File: src/rtl/arb_pkg.sv
// Shared arbiter definitions: priority mode constants and a rotating one-hot pick.
package arb_pkg;

    localparam int ARB_STATIC = 0;
    localparam int ARB_RR     = 1;
    localparam int ARB_MAXN   = 16;
    localparam int ARB_PW     = 4;
    localparam int ARB_JW     = ARB_PW + 1;

    // First set bit of v at or after ptr, wrapping modulo n; zero if none.
    function automatic logic [ARB_MAXN-1:0] arb_rotate_pick(
        input logic [ARB_MAXN-1:0] v,
        input logic [ARB_PW-1:0]   ptr,
        input logic [ARB_JW-1:0]   n
    );
        logic [ARB_MAXN-1:0] r;
        logic                found;
        logic [ARB_JW-1:0]   j;
        r     = '0;
        found = 1'b0;
        for (int i = 0; i < ARB_MAXN; i++) begin
            j = {1'b0, ptr} + ARB_JW'(i);
            if (j >= n) begin
                j = j - n;
            end
            if (i < int'(n) && !found && v[j[ARB_PW-1:0]]) begin
                r[j[ARB_PW-1:0]] = 1'b1;
                found            = 1'b1;
            end
        end
        return r;
    endfunction

endpackage

File: src/rtl/arb_pick.sv
// Combinational pointer-rotated pick: one-hot winner plus its encoded index.
module arb_pick
    import arb_pkg::*;
#(
    parameter int N   = 4,
    parameter int IDW = $clog2(N)
) (
    input  logic [N-1:0]   v,
    input  logic [IDW-1:0] ptr,
    output logic [N-1:0]   win,
    output logic [IDW-1:0] win_id
);

    assign win = N'(arb_rotate_pick(ARB_MAXN'(v), ARB_PW'(ptr), ARB_JW'(N)));

    always_comb begin
        win_id = '0;
        for (int i = 0; i < N; i++) begin
            if (win[i]) begin
                win_id = IDW'(i);
            end
        end
    end

endmodule

File: src/rtl/arb_param.sv
// N-channel hold-until-release arbiter, static or round-robin priority.
// Define ARB_TIMEOUT_EN to force release of owners held for MAX_HOLD cycles.
module arb_param
    import arb_pkg::*;
#(
    parameter int N        = 4,
    parameter int RR       = ARB_RR,
    parameter int IDW      = $clog2(N),
    parameter int MAX_HOLD = 16
) (
    input  logic           clk,
    input  logic           rst,
    input  logic [N-1:0]   req,
    output logic [N-1:0]   ack,
    output logic [IDW-1:0] ack_id,
    output logic           busy,
    output logic           tmo
);

    if (N < 2 || N > ARB_MAXN) begin : g_bad_n
        $error("arb_param: N must be 2..16");
    end
    if (RR != ARB_STATIC && RR != ARB_RR) begin : g_bad_rr
        $error("arb_param: RR must be 0 or 1");
    end
    if (MAX_HOLD < 1) begin : g_bad_hold
        $error("arb_param: MAX_HOLD must be positive");
    end

    logic [N-1:0]   r_ack;
    logic [IDW-1:0] r_id;
    logic           r_busy;
    logic           r_tmo;
    logic [IDW-1:0] r_ptr;

    logic [N-1:0]   w_pick_v;
    logic [N-1:0]   w_win;
    logic [IDW-1:0] w_win_id;
    logic [IDW-1:0] w_next;
    logic           w_hold;
    logic           w_expire;

    // Masking the owner only matters on timeout; on release req[owner] is already low.
    assign w_pick_v = req & ~r_ack;
    assign w_hold   = |(r_ack & req);
    assign w_next   = (w_win_id == IDW'(N - 1)) ? '0 : w_win_id + 1'b1;

    arb_pick #(
        .N   (N),
        .IDW (IDW)
    ) u_pick (
        .v      (w_pick_v),
        .ptr    (r_ptr),
        .win    (w_win),
        .win_id (w_win_id)
    );

`ifdef ARB_TIMEOUT_EN
    localparam int CW = $clog2(MAX_HOLD + 1);

    logic [CW-1:0] r_cnt;

    // r_cnt counts hold edges; the grant edge itself is cycle one.
    assign w_expire = w_hold && (r_cnt == CW'(MAX_HOLD - 1));

    always_ff @(posedge clk) begin
        if (rst || !w_hold || w_expire) begin
            r_cnt <= '0;
        end else begin
            r_cnt <= r_cnt + 1'b1;
        end
    end
`else
    assign w_expire = 1'b0;
`endif

    always_ff @(posedge clk) begin
        if (rst) begin
            r_ack  <= '0;
            r_id   <= '0;
            r_busy <= 1'b0;
            r_tmo  <= 1'b0;
            r_ptr  <= '0;
        end else begin
            r_tmo <= w_expire;
            if (!w_hold || w_expire) begin
                r_ack  <= w_win;
                r_id   <= w_win_id;
                r_busy <= |w_win;
                if (RR == ARB_RR && |w_win) begin
                    r_ptr <= w_next;
                end
            end
        end
    end

    assign ack    = r_ack;
    assign ack_id = r_id;
    assign busy   = r_busy;
    assign tmo    = r_tmo;

endmodule

File: config.mk
export PLATFORM = sky130hd
export DESIGN_NAME = arb_param
export DESIGN_NICKNAME = d
export VERILOG_FILES = /design/src/rtl/arb_pkg.sv /design/src/rtl/arb_pick.sv /design/src/rtl/arb_param.sv
export SDC_FILE = /design/constraint.sdc
export NUM_CORES = 1
export LEC_CHECK = 0
export BUFFER_PORTS_ARGS = -buffer_cell sky130_fd_sc_hd__buf_2
export CAP_MARGIN = 40
export CORE_UTILIZATION = 50
export DETAILED_ROUTE_END_ITERATION = 8
export PLACE_DENSITY = 0.7
export SETUP_SLACK_MARGIN = 0.1
export SKIP_LAST_GASP = 1
export SLEW_MARGIN = 10
export SYNTH_ARGS = -nofsm -noshare
export SYNTH_HDL_FRONTEND = slang
export SYNTH_SLANG_ARGS = --single-unit
File: constraint.sdc
create_clock -name clk -period 3.5 [get_ports clk]
set_clock_uncertainty 0.05 [all_clocks]
set_input_delay 0.35 -clock clk [delete_from_list [all_inputs] [get_ports clk]]
set_output_delay 0.35 -clock clk [all_outputs]
set_load 0.02 [all_outputs]
Word level (Yosys, flattened, before mapping)
Index checks and enable logic that the tools add are counted.
{ "totals": {"out_inout_bits": 8, "word_cells": 76, "regBits": 9} }
{ "classes": {"bitwise_logic": 7, "reduce_logical": 13, "n_mux": 31, "n_lt_le_gt_ge": 12, "n_addsub": 8, "n_eq_ne": 1} }
{ "op_table": {"columns": ["op", "n"], "rows": [
  ["$mux W4", 8],
  ["$lt A4 B5 Y1 const B", 4],
  ["$bmux W1 S4", 4],
  ["$demux W1 S4", 4],
  ["$ge A4 B1 Y1 const B", 4],
  ["$ge A5 B3 Y1 const B", 3],
  ["$mux W1", 12],
  ["$or A4 B4 Y4", 3],
  ["$sub A4 B3 Y4 const B", 3],
  ["$and A4 B4 Y4", 2],
  ["$reduce_or A4 Y1", 2],
  ["$logic_and A1 B1 Y1", 7],
  ["$add A2 B2 Y3 const B", 2],
  ["$mux W2", 3],
  ["$not A4 Y4", 1],
  ["$sub A2 B3 Y4 const B", 1],
  ["$add A2 B1 Y3 const B", 1],
  ["$ge A2 B3 Y1 const B", 1],
  ["$logic_not A1 Y1", 3],
  ["$add A2 B1 Y2 const B", 1],
  ["$eq A2 B2 Y1 const B", 1],
  ["$reduce_and A2 Y1", 1],
  ["$not A1 Y1", 1]
]} }

Longest topological paths before layout
{ "logic_depth": {"ltp_word": 19, "ltp_mapped": 12, "depth_no_buf": 11} }

Hierarchy
A second synthesis with hierarchy kept.
{ "unflattened": {"cells_unflattened": 103, "area_unflattened_um2": 959.7} }
{ "modules_own_cells": {"columns": ["mod", "cells_per_inst", "n_inst", "area_each_um2"], "rows": [
  ["arb_pick", 54, 1, 481.7],
  ["arb_param", 49, 1, 478.0]
]} }

Worst setup path before layout
No wires, ideal clock.
{ "synth_timing": {"path_kind": "register to register", "from": "register r_ptr[0]", "to": "register r_ptr[0]", "t_required_ns": 3.378, "stages_incl_launch_ff": 13, "t_arrival_ns": 2.584, "path_slack_ns": 0.795, "path_cell_list": "dfxtp_1 -> buf_2 -> inv_1 -> ha_1 -> nor3_1 -> a21oi_1 -> o21ai_0 -> a221o_2 -> o21ai_0 -> ha_1 -> nor2_1 -> o211ai_1 -> mux2i_1"} }
{ "synth_via": {"elab_chain_cells": 19, "word_cells_on_any_way": 67, "cone_classes": "add/sub (8); order compare (12); eq/ne (1); mux (31); bitwise (3); reduce/logical (12)"} }
{ "synth_rtl": {"columns": ["item", "line_no", "text"], "rows": [
  ["start: declaration", "arb_param.sv:34", "logic [IDW-1:0] r_ptr;"],
  ["start signal: assignment", "arb_param.sv:91", "r_ptr <= w_next;"],
  ["parallel branches: the longest is 13 deep, another holds $lt A4 B5 Y1", null, null],
  ["$mux W4 *", "arb_pkg.sv:26", "if (i < int'(n) && !found && v[j[ARB_PW-1:0]]) begin"],
  ["$mux W1", "arb_pick.sv:19", "if (win[i]) begin"],
  ["$mux W2", "arb_pick.sv:19", null],
  ["$mux W2 *", "arb_pick.sv:19", null],
  ["net u_pick.win_id[0]", "arb_pick.sv:11", "output logic [IDW-1:0] win_id"],
  ["$add A2 B1 Y2 / $eq A2 B2 Y1 (equally long branches)", "arb_param.sv:46", "assign w_next = (w_win_id == IDW'(N - 1)) ? '0 : w_win_id + 1'b1;"],
  ["$mux W2 *", "arb_param.sv:46", null]
]} }
Mark *: on every way through the listed nets, which the timed path passes. The select of a mux whose other input is x is not followed.
A chain may end at the register's enable or synchronous reset.

Final worst setup path
{ "layout_timing": {"from": "register r_ptr[1]", "to": "register r_ptr[0]"} }
The elaborated chain is that of the path after synthesis.

==> impl_metrics.yaml <==
clock_tree:
  holdBufCountCts: 0
  postCtsSetupRepairBufs: 0
  cts_inserted_buffers: 3
  cts_resized: 0
  cts.sinks: 9
  root_buffer: "clkbuf_4"
  cts_tree: "done"
  cts.clk_slew.worst_paths_ns: 0.06
  htreeDepth: 1
  clockBufferDepth: 2
  clock_latency_ns: 0.25
floorplan:
  io_pins: 14
  num_rows: 14
  start_util: 0.556
  die-area_mm2: 0.00193
  core_area_mm2: 0.00158
  fp.dieH_um: 43.9
  die_x_um: 43.9
power:
  intPower_uw: 460
  ir_drop_mv: 0.569
  power_leakage_nw: 0.421
  combPwrFrac: 0.719
  p_sw_uw: 417
  clkPwrFrac: 0.088
  switching_share: 0.476
  p_seq_frac: 0.193
  p_per_area_mw_per_mm2: 890
global_routing:
  antenna_found_initial: 0
  grt_overflow: 0
  grt_pass1_wl_um: 3090
  grt_pass1_vias: 725
  grt_start_max_net_pins: 13
  grt_usage: 0.214
routing:
  ant_nets: 0
  drc_errors: 0
  routed_via_density: 6.08
  dr.pass1.iters: 4
  detailedRoute.firstIterationViolations: 19
  vias: 778
  wirelength_um: 1800
  routedWlPerCell_um: 14.0
timing:
  hold_slack_ns: 0.335
  tns_ns: 0
  tightest_slew_ns: 0.690
  hold_viol: 0
  period_needed_ns: 2.95
  min_period_over_period: 0.844
  setup-violations-final: 0
  rsz0062_at_grt: "no"
  maxSlewViolCount: 0
  fmax_mhz: 339
  relSlewSlack: 0.535
final_layout:
  antennaDiodeCount: 0
  drive_above_1_share: 0.259
  num-fill-cells: 146
  final_nets: 128
  register_area_um2: 180
  multiInputGateArea_um2: 666
  area_growth_pct: 12.4
synth:
  synth_area_leader_cell: "dfxtp_1"
  synth_warnings: 0
  synth_area_leaders: "dfxtp_1 (21%), ha_1 (13%), a221oi_4 (6.0%)"
  syn_nets: 112
  syn_inst: 97
  seq_area_frac_synth: 0.205
  synth_area_per_cell_um2: 9.04
  ys_types: 35
  ys_seq_elements: 9
  synth_area_um2: 877
  synth_top_area_frac: 0.205
place:
  hpwl_um: 1480
  io_buffers: 12
  gp_congestion: 0.886
hold_path:
  min_from: "rst"
  holdPathEnd: "ack[3]$_SDFFE_PP0N_"
  min_delay_path_depth: 2
  hold_path_class: "input pin to flop"
critical_path:
  r2r_slack_ns: 0.55
  worst_setup_path_end_kind: "flop"
  startpoint: "r_ptr[1]$_SDFFE_PP0P_"
  cp.arrival_ns: 3.09
  path_max_fanout: 8
  r2r-end: "r_ptr[0]$_SDFFE_PP0P_"
  r2r_start: "r_ptr[1]$_SDFFE_PP0P_"
  critPathRequiredTime_ns: 3.63
  crit_type: "flop to flop"
  cp-start-kind: "flop"
  reg2reg_depth: 11
flow_run:
  maxCapViolCount: 0
status:
  status: "complete, no violations"
## flip-flops by register name, indices dropped and copies added, names as in the netlist
signal / flops
ack_id: 2
busy: 1
r_ptr: 2
ack: 4
## kinds of logic (layout without fill, tap and decap cells)
group / after synthesis / count (layout) / share of synthesized area
AOI/OAI and AO/OA: 26 / 26 / 0.284
adders and majority gates: 9 / 9 / 0.128
other: 1 / 1 / 0.00428
and+or+nand+nor: 41 / 41 / 0.268
muxes: 4 / 4 / 0.0742
buffers and inverters: 7 / 22 / 0.0357
DFF: 9 / 9 / 0.205
## per-stage QoR
step / area [µm²] / instances / utilization / power [mW] / setup WS (ns)
floorplan: 877 / 97 / - / 0.663 / 0.795
global placement: 960 / 124 / 0.609 / 0.794 / 0.728
detailed placement: 960 / 124 / 0.609 / 0.801 / 0.562
CTS: 986 / 128 / 0.625 / 0.882 / 0.550
global route: 986 / 128 / 0.625 / 0.952 / 0.268
finish: 986 / 128 / 0.625 / 0.877 / 0.548
## per-layer routing
layer	wire, µm	vias to the layer above	track usage
li1	-	400	-
met1	906	362	0.297
met2	818	14	0.340
met3	60	2	0.0292
met4	12	0	0.0788
met5	0	-	0
## power groups by stage
stage / Clock, mW / Combinational, mW / Sequential [mW]
6_report: 0.0773 / 0.630 / 0.170
3_3_place_gp: 0 / 0.624 / 0.170
4_1_cts: 0.0808 / 0.631 / 0.170
2_1_floorplan: 0 / 0.459 / 0.204
5_1_grt: 0.0860 / 0.691 / 0.175
3_5_place_dp: 0 / 0.628 / 0.172
## cell usage after synthesis
library cell	instances
dfxtp_1	9
ha_1	9
nor2_1	8
nor2b_1	6
nor3_1	6
nand2_1	5
nand2b_1	5
o211ai_1	5
a211oi_1	3
a22o_1	3
inv_1	3
nand3_1	3
o21ai_0	3
a21oi_1	2
a221oi_4	2
clkbuf_1	2
mux2i_1	2
mux4_2	2
nand2b_4	2
nand4_1	2
a221o_2	1
a221oi_1	1
a221oi_2	1
a22oi_1	1
a311oi_1	1
a41oi_2	1
and3_1	1
and3b_4	1
buf_2	1
buf_4	1
conb_1	1
nor2_2	1
nor3b_1	1
o21a_1	1
o21ba_1	1
## cell usage in the layout (no fill, tap or decap), types with 3 or more instances in the layout
| master | count |
|---|---|
| a211oi_1 | 3 |
| o21ai_0 | 3 |
| nand2b_1 | 5 |
| nor3_1 | 6 |
| inv_1 | 3 |
| nand2_1 | 5 |
| a22o_1 | 3 |
| buf_2 | 12 |
| clkbuf_4 | 3 |
| nand3_1 | 3 |
| nor2b_1 | 6 |
| dfxtp_1 | 9 |
| ha_1 | 9 |
| buf_4 | 3 |
| nor2_1 | 8 |
| o211ai_1 | 5 |
## worst max-delay path, cell delays in order (launching register included)
cell and delay [ns]:
dfxtp_1 0.45, inv_1 0.19, ha_1 0.37, nor3_1 0.21
a21oi_1 0.09, o21ai_0 0.58, a221o_2 0.31, o21ai_0 0.09
ha_1 0.20, nor2_1 0.10, o211ai_1 0.09, mux2i_1 0.14
## area by class of cell
cell class | instances | area share
clock buffers | 4 | 0.0266
multi-input cells | 81 | 0.675
flip-flops and latches | 9 | 0.183
repair buffers | 15 | 0.0838
well taps | 16 | 0.0203
inverters | 3 | 0.0114
## how the worst max path moves through the flow
stage,slack [ns],end
6_report,0.55,r_ptr[0]$_SDFFE_PP0P_
5_1_grt,0.27,r_ptr[0]$_SDFFE_PP0P_
4_1_cts,0.55,r_ptr[0]$_SDFFE_PP0P_
3_5_place_dp,0.56,r_ptr[0]$_SDFFE_PP0P_
3_3_place_gp,0.73,r_ptr[0]$_SDFFE_PP0P_
2_1_floorplan,0.79,r_ptr[0]$_SDFFE_PP0P_
Power figures use the tool's default switching activity.
